## src/rtl/iqmap_seq_ctrl_if.sv

```systemverilog
// Bus bundle between the IQ-map sequencer, its upstream coded-bit FIFO and the mapper.
// master = sequencer side, slave = FIFO/mapper side.
interface iqmap_seq_ctrl_if #(
    parameter int CW = 9
);
    logic           fifo_empty;
    logic           fifo_rd;
    logic [127:0]   fifo_dout;
    logic           map_valid;
    logic           map_ready;
    logic [3:0]     map_bits;
    logic [CW-1:0]  carrier_idx;
    logic           sym_start;
    logic           sym_last;

    modport master (
        input  fifo_empty,
        input  fifo_dout,
        input  map_ready,
        output fifo_rd,
        output map_valid,
        output map_bits,
        output carrier_idx,
        output sym_start,
        output sym_last
    );

    modport slave (
        output fifo_empty,
        output fifo_dout,
        output map_ready,
        input  fifo_rd,
        input  map_valid,
        input  map_bits,
        input  carrier_idx,
        input  sym_start,
        input  sym_last
    );
endinterface

```

## src/rtl/iqmap_seq_ctrl.sv

```systemverilog
// One-seg IQ mapper sequencer: slices 128-bit FIFO words into QPSK/16QAM carrier groups,
// counts carriers per OFDM symbol and leaves an idle gap after each symbol.
module iqmap_seq_ctrl #(
    parameter int CARRIERS   = 384,
    parameter int GAP_CYCLES = 48,
    parameter int CW         = 9
) (
    input  logic               clk,
    input  logic               rst,
    input  logic               enable,
    input  logic               mode,
    iqmap_seq_ctrl_if.master   bus,
    output logic               busy,
    output logic               underrun
);
    localparam logic [2:0] ST_IDLE  = 3'd0;
    localparam logic [2:0] ST_FETCH = 3'd1;
    localparam logic [2:0] ST_WAIT  = 3'd2;
    localparam logic [2:0] ST_RUN   = 3'd3;
    localparam logic [2:0] ST_GAP   = 3'd4;

    localparam int             GW       = $clog2(GAP_CYCLES + 1);
    localparam logic [CW-1:0]  LAST_IDX = CW'(CARRIERS - 1);
    localparam logic [GW-1:0]  GAP_LOAD = GW'(GAP_CYCLES);

    logic [2:0]     state_reg, state_next;
    logic [127:0]   sreg_reg, sreg_next;
    logic [7:0]     bits_reg, bits_next;
    logic [CW-1:0]  idx_reg, idx_next;
    logic [GW-1:0]  gap_reg, gap_next;
    logic           mode_reg, mode_next;
    logic           underrun_reg, underrun_next;

    logic [7:0]     step;
    logic           transfer;

    assign step     = mode_reg ? 8'd4 : 8'd2;
    assign transfer = (state_reg == ST_RUN) && bus.map_ready;

    always_comb begin
        state_next    = state_reg;
        sreg_next     = sreg_reg;
        bits_next     = bits_reg;
        idx_next      = idx_reg;
        gap_next      = gap_reg;
        mode_next     = mode_reg;
        underrun_next = underrun_reg;
        case (state_reg)
            ST_IDLE: begin
                mode_next = mode;
                if (enable) begin
                    state_next = ST_FETCH;
                end
            end
            ST_FETCH: begin
                if (!bus.fifo_empty) begin
                    state_next = ST_WAIT;
                end else if (idx_reg != '0) begin
                    // Starving in the middle of a symbol breaks the carrier timing downstream.
                    underrun_next = 1'b1;
                end
            end
            ST_WAIT: begin
                sreg_next  = bus.fifo_dout;
                bits_next  = 8'd128;
                state_next = ST_RUN;
            end
            ST_RUN: begin
                if (transfer) begin
                    sreg_next = mode_reg ? (sreg_reg >> 4) : (sreg_reg >> 2);
                    bits_next = bits_reg - step;
                    if (idx_reg == LAST_IDX) begin
                        idx_next   = '0;
                        gap_next   = GAP_LOAD;
                        state_next = ST_GAP;
                    end else begin
                        idx_next = idx_reg + CW'(1);
                        if (bits_reg == step) begin
                            state_next = ST_FETCH;
                        end
                    end
                end
            end
            ST_GAP: begin
                if (gap_reg == GW'(1)) begin
                    if (!enable) begin
                        // Leftover bits of a partly consumed word are dropped on stop.
                        state_next = ST_IDLE;
                        bits_next  = 8'd0;
                        sreg_next  = '0;
                    end else if (bits_reg == 8'd0) begin
                        state_next = ST_FETCH;
                    end else begin
                        state_next = ST_RUN;
                    end
                end else begin
                    gap_next = gap_reg - GW'(1);
                end
            end
            default: begin
                state_next = ST_IDLE;
            end
        endcase
    end

    always_ff @(posedge clk) begin
        if (rst) begin
            state_reg    <= ST_IDLE;
            sreg_reg     <= '0;
            bits_reg     <= 8'd0;
            idx_reg      <= '0;
            gap_reg      <= '0;
            mode_reg     <= 1'b0;
            underrun_reg <= 1'b0;
        end else begin
            state_reg    <= state_next;
            sreg_reg     <= sreg_next;
            bits_reg     <= bits_next;
            idx_reg      <= idx_next;
            gap_reg      <= gap_next;
            mode_reg     <= mode_next;
            underrun_reg <= underrun_next;
        end
    end

    // Lanes 3:2 only carry data in 16QAM; QPSK keeps them at zero.
    genvar gi;
    generate
        for (gi = 0; gi < 4; gi++) begin : g_lane
            if (gi < 2) begin : g_low
                assign bus.map_bits[gi] = sreg_reg[gi];
            end else begin : g_high
                assign bus.map_bits[gi] = sreg_reg[gi] & mode_reg;
            end
        end
    endgenerate

    assign bus.fifo_rd     = (state_reg == ST_FETCH) && !bus.fifo_empty;
    assign bus.map_valid   = (state_reg == ST_RUN);
    assign bus.carrier_idx = idx_reg;
    assign bus.sym_start   = bus.map_valid && (idx_reg == '0);
    assign bus.sym_last    = bus.map_valid && (idx_reg == LAST_IDX);
    assign busy            = (state_reg != ST_IDLE);
    assign underrun        = underrun_reg;

endmodule

```

## src/flat_wrapper.sv

```systemverilog
// flat-port wrapper written by rule: the top's interface ports become plain ports
module iqmap_seq_ctrl_flat 
#(
    parameter int CARRIERS   = 384,
    parameter int GAP_CYCLES = 48,
    parameter int CW         = 9
)
  (clk, rst, enable, mode, busy, underrun, bus_fifo_empty, bus_fifo_dout, bus_map_ready, bus_fifo_rd, bus_map_valid, bus_map_bits, bus_carrier_idx, bus_sym_start, bus_sym_last);
  iqmap_seq_ctrl_if #(.CW(CW)) bus_i ();
  input  logic clk;
  input  logic rst;
  input  logic enable;
  input  logic mode;
  output logic busy;
  output logic underrun;
  input wire logic [$bits(bus_i.fifo_empty)-1:0] bus_fifo_empty;
  input wire logic [$bits(bus_i.fifo_dout)-1:0] bus_fifo_dout;
  input wire logic [$bits(bus_i.map_ready)-1:0] bus_map_ready;
  output wire logic [$bits(bus_i.fifo_rd)-1:0] bus_fifo_rd;
  output wire logic [$bits(bus_i.map_valid)-1:0] bus_map_valid;
  output wire logic [$bits(bus_i.map_bits)-1:0] bus_map_bits;
  output wire logic [$bits(bus_i.carrier_idx)-1:0] bus_carrier_idx;
  output wire logic [$bits(bus_i.sym_start)-1:0] bus_sym_start;
  output wire logic [$bits(bus_i.sym_last)-1:0] bus_sym_last;
  assign bus_i.fifo_empty = bus_fifo_empty;
  assign bus_i.fifo_dout = bus_fifo_dout;
  assign bus_i.map_ready = bus_map_ready;
  assign bus_fifo_rd = bus_i.fifo_rd;
  assign bus_map_valid = bus_i.map_valid;
  assign bus_map_bits = bus_i.map_bits;
  assign bus_carrier_idx = bus_i.carrier_idx;
  assign bus_sym_start = bus_i.sym_start;
  assign bus_sym_last = bus_i.sym_last;
  iqmap_seq_ctrl #(.CARRIERS(CARRIERS), .GAP_CYCLES(GAP_CYCLES), .CW(CW)) u_core (.clk(clk), .rst(rst), .enable(enable), .mode(mode), .bus(bus_i), .busy(busy), .underrun(underrun));
endmodule
```

## config.mk

```make
export PLATFORM = sky130hd
export DESIGN_NAME = iqmap_seq_ctrl_flat
export DESIGN_NICKNAME = d
export VERILOG_FILES = /design/src/rtl/iqmap_seq_ctrl_if.sv /design/src/rtl/iqmap_seq_ctrl.sv /design/src/flat_wrapper.sv
export SDC_FILE = /design/constraint.sdc
export NUM_CORES = 1
export LEC_CHECK = 0
export CELL_PAD_IN_SITES_DETAIL_PLACEMENT = 1
export CELL_PAD_IN_SITES_GLOBAL_PLACEMENT = 1
export CORE_ASPECT_RATIO = 0.5
export CORE_UTILIZATION = 32
export DETAILED_ROUTE_END_ITERATION = 16
export PLACE_DENSITY_LB_ADDON = 0.2
export SYNTH_ARGS = -nofsm -noshare
export SYNTH_HDL_FRONTEND = slang
export SYNTH_SLANG_ARGS = --single-unit
```

## constraint.sdc

```tcl
create_clock -name clk -period 2.6 [get_ports clk]
set_input_delay 0.52 -clock clk [delete_from_list [all_inputs] [get_ports clk]]
set_output_delay 0.52 -clock clk [all_outputs]
set_load 0.02 [all_outputs]
```

==> flow_metrics.py, run 1 <==
metrics = {
    "detailed_routing": {
        "vias_after_detailed_routing": 7456,
        "avgRoutedWirePerCell_um": 18.1,
        "drt_pass1_iterations": 4,
        "detail-route-antenna-nets": 0,
        "drc_errors": 0,
        "wl_um": 24900,
        "vias_per_cell": 5.44,
        "drt-initial-drc-count": 515,
    },
    "setup_path": {
        "worst_ep_required_time_ns": 2.08,
        "critPathLaunchType": "flip-flop",
        "critical_path_arrival_ns": 1.92,
        "setup.worst_path.end_class": "primary output",
        "critical_path.max_fanout": 14,
        "timing.setup.critical_path_class": "flip-flop to primary output",
    },
    "timing": {
        "setup_repair_after_global_routing_missed_its_margin": "false",
        "setup_slack_ns": 0.162,
        "timing_hold_violations_final": 0,
        "timing.max_slew.rel_slack_pct": 60.1,
        "maxSlewViolCount": 0,
        "finClkSkew_ns": 0.00689,
        "min_period_over_period_pct": 93.8,
        "report.final.setup_viol": 0,
        "sum_of_negative_setup_slack_ns": 0,
        "tightest_slew_ns": 0.598,
        "post-route-min-period_ns": 2.44,
        "fmax_mhz": 410,
    },
    "synth": {
        "ys_seq_area_share_pct": 38.3,
        "cell_taking_the_most_area_after_synthesis": "sky130_fd_sc_hd__dfxtp_1",
        "synth_nets": 1056,
        "synth_seq_cells": 155,
        "synth_top_flop_cell": "sky130_fd_sc_hd__dfxtp_1",
        "ys_top_cells_by_area": "sky130_fd_sc_hd__dfxtp_1 (38%), sky130_fd_sc_hd__mux2_2 (17%), sky130_fd_sc_hd__a221oi_1 (13%)",
        "synth_async_sr_flop_share_pct": 0,
        "postSynthCellCount": 915,
        "synth_common_cells": "sky130_fd_sc_hd__nor2_1 (159), sky130_fd_sc_hd__dfxtp_1 (155), sky130_fd_sc_hd__nor3_1 (133)",
        "syn-mean-instance-area_um2": 8.85,
        "synth-warning-count": 0,
        "synth-edff-count": 0,
        "synth.cell_area_mm2": 0.00810,
        "synth.lib_cells_used.distinct": 51,
        "synthMostInstantiatedCell": "sky130_fd_sc_hd__nor2_1",
        "synth_top_area_share_pct": 38.3,
    },
    "min_path": {
        "timing.hold.worst.class": "input port to flip-flop",
    },
    "pwr": {
        "power.leakage_nw": 3.83,
        "powerDensity_mw_per_mm2": 1010,
        "irDropWorstVdd_mv": 0.524,
    },
    "global_route": {
        "grt_pass1_vias": 7674,
        "grt_usage_pct": 19.6,
        "grt_pass1_wl_um": 40400,
        "grt_max_degree": 84,
        "gr-total-overflow": 0,
        "antenna_found_initial": 0,
    },
    "floorplanning": {
        "ioPinCount": 153,
        "design.die.area_mm2": 0.0260,
        "core_area_mm2": 0.0244,
        "dieWidth_um": 227,
        "initial_core_util_pct": 33.2,
        "floorplan.die.height_um": 114,
        "core.rowCount": 40,
    },
    "layout": {
        "area.growth.synth_to_final_pct": 30.8,
        "final_nets": 1163,
        "antennaDiodeCount": 0,
        "final_layout_size_suffix_gt1_share_pct": 18.8,
        "final_util_pct": 43.4,
        "largest_register_ffs": 128,
        "instances_no_fill": 1371,
    },
    "placed_design": {
        "post-place-cells": 1338,
        "port_buffers": 152,
        "post-place-ws_ns": 0.286,
        "gp_congestion": 0.764,
        "hpwl_um": 16100,
    },
    "clocking": {
        "clock_tree_from_tritoncts": "done",
        "cts_made_buffers": 17,
        "cts.sinks": 155,
        "clock_path_buffers": 2,
        "clock_insertion_delay_worst_skew_ns": 0.43,
        "ctsHoldBuffers": 0,
        "cts.clk_slew.worst_paths_ns": 0.06,
        "ctsRootBufferMaster": "sky130_fd_sc_hd__clkbuf_16",
        "cts.htree.levels": 4,
    },
    "job": {
        "max-cap-violations": 0,
    },
    "outcome": {
        "status": "complete, no violations",
    },
}
[critical path: stages (launching register included)]
cell                              delay (ns)
sky130_fd_sc_hd__dfxtp_1                0.31
sky130_fd_sc_hd__buf_4                  0.18
sky130_fd_sc_hd__or3_1                  0.41
sky130_fd_sc_hd__clkdlybuf4s50_1        0.58
[layout by cell type (no fill, tap or decap), types with 2 or more instances in the layout]
master / n
sky130_fd_sc_hd__buf_4: 23
sky130_fd_sc_hd__clkbuf_8: 4
sky130_fd_sc_hd__nand4_1: 5
sky130_fd_sc_hd__a21oi_1: 12
sky130_fd_sc_hd__a311oi_1: 2
sky130_fd_sc_hd__and2_1: 3
sky130_fd_sc_hd__inv_1: 11
sky130_fd_sc_hd__o31ai_1: 2
sky130_fd_sc_hd__nor3_1: 133
sky130_fd_sc_hd__o21ai_0: 5
sky130_fd_sc_hd__nand3_1: 5
sky130_fd_sc_hd__nor2_1: 158
sky130_fd_sc_hd__ha_1: 6
sky130_fd_sc_hd__clkbuf_1: 4
sky130_fd_sc_hd__xnor2_1: 3
sky130_fd_sc_hd__clkinv_2: 4
sky130_fd_sc_hd__clkbuf_16: 18
sky130_fd_sc_hd__nor4_1: 2
sky130_fd_sc_hd__a31oi_1: 2
sky130_fd_sc_hd__nand2_1: 19
sky130_fd_sc_hd__buf_12: 10
sky130_fd_sc_hd__a221oi_1: 123
sky130_fd_sc_hd__dfxtp_1: 153
sky130_fd_sc_hd__nand4b_1: 2
sky130_fd_sc_hd__or3_1: 5
sky130_fd_sc_hd__mux2_2: 124
sky130_fd_sc_hd__nor4b_1: 2
sky130_fd_sc_hd__xor2_1: 8
sky130_fd_sc_hd__a32oi_1: 2
sky130_fd_sc_hd__clkdlybuf4s50_1: 149
sky130_fd_sc_hd__a211oi_1: 6
sky130_fd_sc_hd__dlygate4sd2_1: 2
[routing by layer]
layer | track usage [%] | share of wire [%] | vias up
li1 | - | - | 3655
met2 | 32.8 | 48 | 94
met4 | 6.31 | 1.8 | 0
met5 | 0 | 0 | -
met1 | 25.1 | 47 | 3678
met3 | 4.13 | 3.0 | 29
[per-stage QoR]
stage	cell area, µm²	power [mW]	hold slack (ns)
floorplan	8100	6.91	0.432
global placement	10000	8.12	0.442
detailed placement	10000	8.30	0.453
CTS	10600	10.8	0.321
global route	10600	11.5	0.335
finish	10600	10.7	0.342
[what timing repair did]
item	4_1_cts	5_1_grt
endpoints found under the setup margin	3	1
resized for setup	3	0
pin swaps	0	0
setup buffers	0	1
hold endpoints to repair	0	0
[final cells by class]
class,instances,area (µm²)
multi-input combinational,652,4550
inverter,12,47.5
timing repair buffer,184,1880
tap,336,420
sequential,155,3110
clock inverter,6,57.6
fill,2832,13800
clock buffer,26,520
[cell families after synthesis]
kind of cell               Yosys count  share of synthesized area [%]
DFF                                155                           38.3
and+or+nand+nor                    342                           19.0
AOI/OAI and AO/OA                  167                           17.4
adders and majority gates            7                           1.17
buffers and inverters              108                           5.53
muxes                              125                           17.4
xor gates and xnor gates            11                           1.19
[worst paths after layout]
| path | from | to | slack [ns] | depth (start not counted) |
|---|---|---|---|---|
| worst min register to register | u_core.bits_reg[1]$_SDFFE_PP0P_ | u_core.bits_reg[1]$_SDFFE_PP0P_ | 0.46 | 2 |
| worst max register to register | u_core.gap_reg[2]$_SDFFE_PP0P_ | u_core.sreg_reg[34]$_SDFFE_PP0P_ | 0.40 | 8 |
| worst max-delay path | u_core.state_reg[0]$_SDFFE_PP0P_ | busy | 0.16 | 3 |
| worst min-delay path | rst | u_core.bits_reg[1]$_SDFFE_PP0P_ | 0.34 | 2 |
[power breakdown]
part	switching (mW)	internal (mW)	total, mW
Combinational	2.41	2.11	4.51
Clock	1.01	1.47	2.48
Sequential	0.587	3.13	3.72
No activity file was read; power rests on OpenSTA's default activity.
==> run 2: changes to the inputs <==
--- a/config.mk
+++ b/config.mk
@@ -5,11 +5,10 @@
 export SDC_FILE = /design/constraint.sdc
 export NUM_CORES = 1
 export LEC_CHECK = 0
-export CELL_PAD_IN_SITES_DETAIL_PLACEMENT = 1
-export CELL_PAD_IN_SITES_GLOBAL_PLACEMENT = 1
 export CORE_ASPECT_RATIO = 0.5
 export CORE_UTILIZATION = 32
 export DETAILED_ROUTE_END_ITERATION = 16
+export DONT_BUFFER_PORTS = 1
 export PLACE_DENSITY_LB_ADDON = 0.2
 export SYNTH_ARGS = -nofsm -noshare
 export SYNTH_HDL_FRONTEND = slang
==> run 2 against run 1 <==
Hold slack got worse by 0.19 ns. Count of clock-buffer cells in the layout fell by 5. Global-route usage fell by 2.4 points. Clock skew rose by 0.0029 ns. Flip-flop and latch count did not move. Via count fell by 8.4%. Largest power group unchanged. Total power fell by 5.7%. Sequential share of layout area rose by 5.6 points. Design area fell by 16%.
==> flow_metrics.py, run 2 (synthesized netlist as in run 1, its figures left out) <==
metrics = {
    "layout": {
        "antennaDiodeCount": 0,
        "most-common-layout-cells": "sky130_fd_sc_hd__nor2_1 (158), sky130_fd_sc_hd__dfxtp_1 (154), sky130_fd_sc_hd__nor3_1 (133)",
        "final_layout_size_suffix_gt1_share_pct": 21.0,
        "finalInstanceArea_mm2": 0.00890,
        "area.growth.synth_to_final_pct": 9.92,
        "filler_cell_count": 2515,
        "largest_register_ffs": 128,
        "final_nets": 998,
        "final_common_cell": "sky130_fd_sc_hd__nor2_1",
    },
    "clocking": {
        "ctsHoldBuffers": 0,
        "cts_made_buffers": 17,
        "cts.clk_slew.worst_paths_ns": 0.06,
        "clock_path_buffers": 2,
        "post_cts.resized_instances": 0,
        "clock_insertion_delay_worst_skew_ns": 0.45,
        "cts.htree.levels": 4,
        "setup_fix_buffers_added_after_clock_tree_synthesis": 0,
        "cts.sinks": 155,
        "ctsRootBufferMaster": "sky130_fd_sc_hd__clkbuf_16",
        "clock_tree_from_tritoncts": "done",
    },
    "placed_design": {
        "gp_congestion": 0.797,
        "hpwl_um": 13400,
        "post-place-ws_ns": 0.385,
        "dpl-instance-area_mm2": 0.00833,
        "port_buffers": 0,
    },
    "setup_path": {
        "crit_path_max_incr_delay_ns": 0.54,
        "cp_cell_sequence": "ha_1 -> nand4b_1 -> nor3_1 -> buf_4",
        "critPathLaunchType": "flip-flop",
        "critical_path_arrival_ns": 1.93,
        "critical_path.max_fanout": 6,
        "timing.setup.critical_path_class": "flip-flop to primary output",
        "worst_ep_required_time_ns": 2.08,
        "slowest_stage": "sky130_fd_sc_hd__dfxtp_1",
        "setup.worst_path.end_class": "primary output",
    },
    "timing": {
        "hold-worst-slack_ns": 0.154,
        "finClkSkew_ns": 0.00981,
        "setup_repair_after_global_routing_missed_its_margin": "false",
        "timing.max_slew.rel_slack_pct": 42.9,
        "report.final.setup_viol": 0,
        "tightest_slew_ns": 0.857,
        "setup_slack_ns": 0.148,
        "min_period_over_period_pct": 94.3,
        "sum_of_negative_setup_slack_ns": 0,
        "timing_hold_violations_final": 0,
        "fmax_mhz": 408,
        "maxSlewViolCount": 0,
        "post-route-min-period_ns": 2.45,
    },
    "global_route": {
        "grt_max_degree": 142,
        "grt_usage_pct": 17.1,
        "grt_pass1_wl_um": 35200,
        "grt_pass1_vias": 6477,
        "antenna_found_initial": 0,
        "gr-total-overflow": 0,
    },
    "floorplanning": {
        "initial_core_util_pct": 33.2,
        "core.rowCount": 40,
        "core_area_mm2": 0.0244,
        "floorplan.die.height_um": 114,
        "design.die.area_mm2": 0.0260,
        "ioPinCount": 153,
        "dieWidth_um": 227,
    },
    "detailed_routing": {
        "vias_per_cell": 5.66,
        "drc_errors": 0,
        "drt-initial-drc-count": 461,
        "wl_um": 21900,
        "avgRoutedWirePerCell_um": 18.2,
        "detail-route-antenna-nets": 0,
        "vias_after_detailed_routing": 6831,
        "drt_pass1_iterations": 5,
    },
    "pwr": {
        "power.leakage_nw": 3.13,
        "power.share.combinational_pct": 39.0,
        "switching_share_pct": 37.8,
        "clk_network_pwr_share_pct": 24.1,
        "p_switching_mw": 3.82,
        "irDropWorstVdd_mv": 0.536,
        "powerDensity_mw_per_mm2": 1140,
        "p_int_mw": 6.28,
        "seqPwrFrac_pct": 36.9,
    },
    "min_path": {
        "timing.hold.worst.class": "input port to flip-flop",
    },
    "job": {
        "max-cap-violations": 0,
    },
    "outcome": {
        "status": "complete, no violations",
    },
}
run 2: cell count changes in the layout (fill, tap and decap cells not counted), moves of 2 or more:
cell	delta
sky130_fd_sc_hd__clkinvlp_4	+2
sky130_fd_sc_hd__dlygate4sd2_1	-2
sky130_fd_sc_hd__clkinv_4	+2
sky130_fd_sc_hd__clkbuf_1	-3
sky130_fd_sc_hd__clkdlybuf4s50_1	-149
sky130_fd_sc_hd__buf_12	-5
sky130_fd_sc_hd__buf_4	-9
run 2: critical path: cells and delay by family (launching register included):
kind | cells | cell delay, ns
adders and majority gates | 1 | 0.31
DFF | 1 | 0.54
buffers and inverters | 1 | 0.18
and+or+nand+nor | 2 | 0.46
run 2: final timing paths:
| path | startpoint | to | slack, ns | cells past startpoint |
|---|---|---|---|---|
| worst max register to register | u_core.state_reg[0]$_SDFFE_PP0P_ | u_core.bits_reg[2]$_SDFFE_PP0P_ | 0.38 | 5 |
| worst max-delay path | u_core.bus.carrier_idx[0]$_SDFFE_PP0P_ | bus_sym_last | 0.15 | 4 |
| worst min register to register | u_core.bits_reg[1]$_SDFFE_PP0P_ | u_core.bits_reg[1]$_SDFFE_PP0P_ | 0.45 | 2 |
| worst min-delay path | rst | u_core.sreg_reg[66]$_SDFFE_PP0P_ | 0.15 | 1 |
run 2: metal layers:
metal | GRT usage (%) | share of wire [%] | up-vias
met5 | 0 | 0 | -
met4 | 6.53 | 2.2 | 0
met3 | 4.98 | 4.8 | 28
met2 | 26.9 | 46 | 139
met1 | 22.2 | 47 | 3337
li1 | - | - | 3327
run 2: power groups by stage:
stage / clock network, mW / registers [mW] / logic, mW
after floorplan: 0 / 3.52 / 3.39
after global placement: 0 / 3.74 / 3.88
after detailed placement: 0 / 3.77 / 3.95
after CTS: 2.50 / 3.72 / 3.97
after global routing: 2.60 / 3.85 / 4.41
final: 2.43 / 3.73 / 3.94
run 2: stage by stage:
stage / instances / power [mW] / utilization [%]
finish: 1206 / 10.1 / 36.4
global route: 1206 / 10.9 / 36.4
CTS: 1206 / 10.2 / 36.4
detailed placement: 1174 / 7.72 / 34.1
global placement: 1174 / 7.62 / 34.1
floorplan: 915 / 6.91 / -
run 2: cell type report:
| cell class | instances | area (µm²) | area share (%) |
|---|---|---|---|
| multi-input cells | 652 | 4550 | 51.2 |
| flip-flops and latches | 155 | 3110 | 34.9 |
| clock buffers | 21 | 470 | 5.29 |
| well taps | 336 | 420 | 4.72 |
| repair buffers | 19 | 205 | 2.31 |
| clock inverters | 11 | 95.1 | 1.07 |
| inverters | 12 | 47.5 | 0.534 |
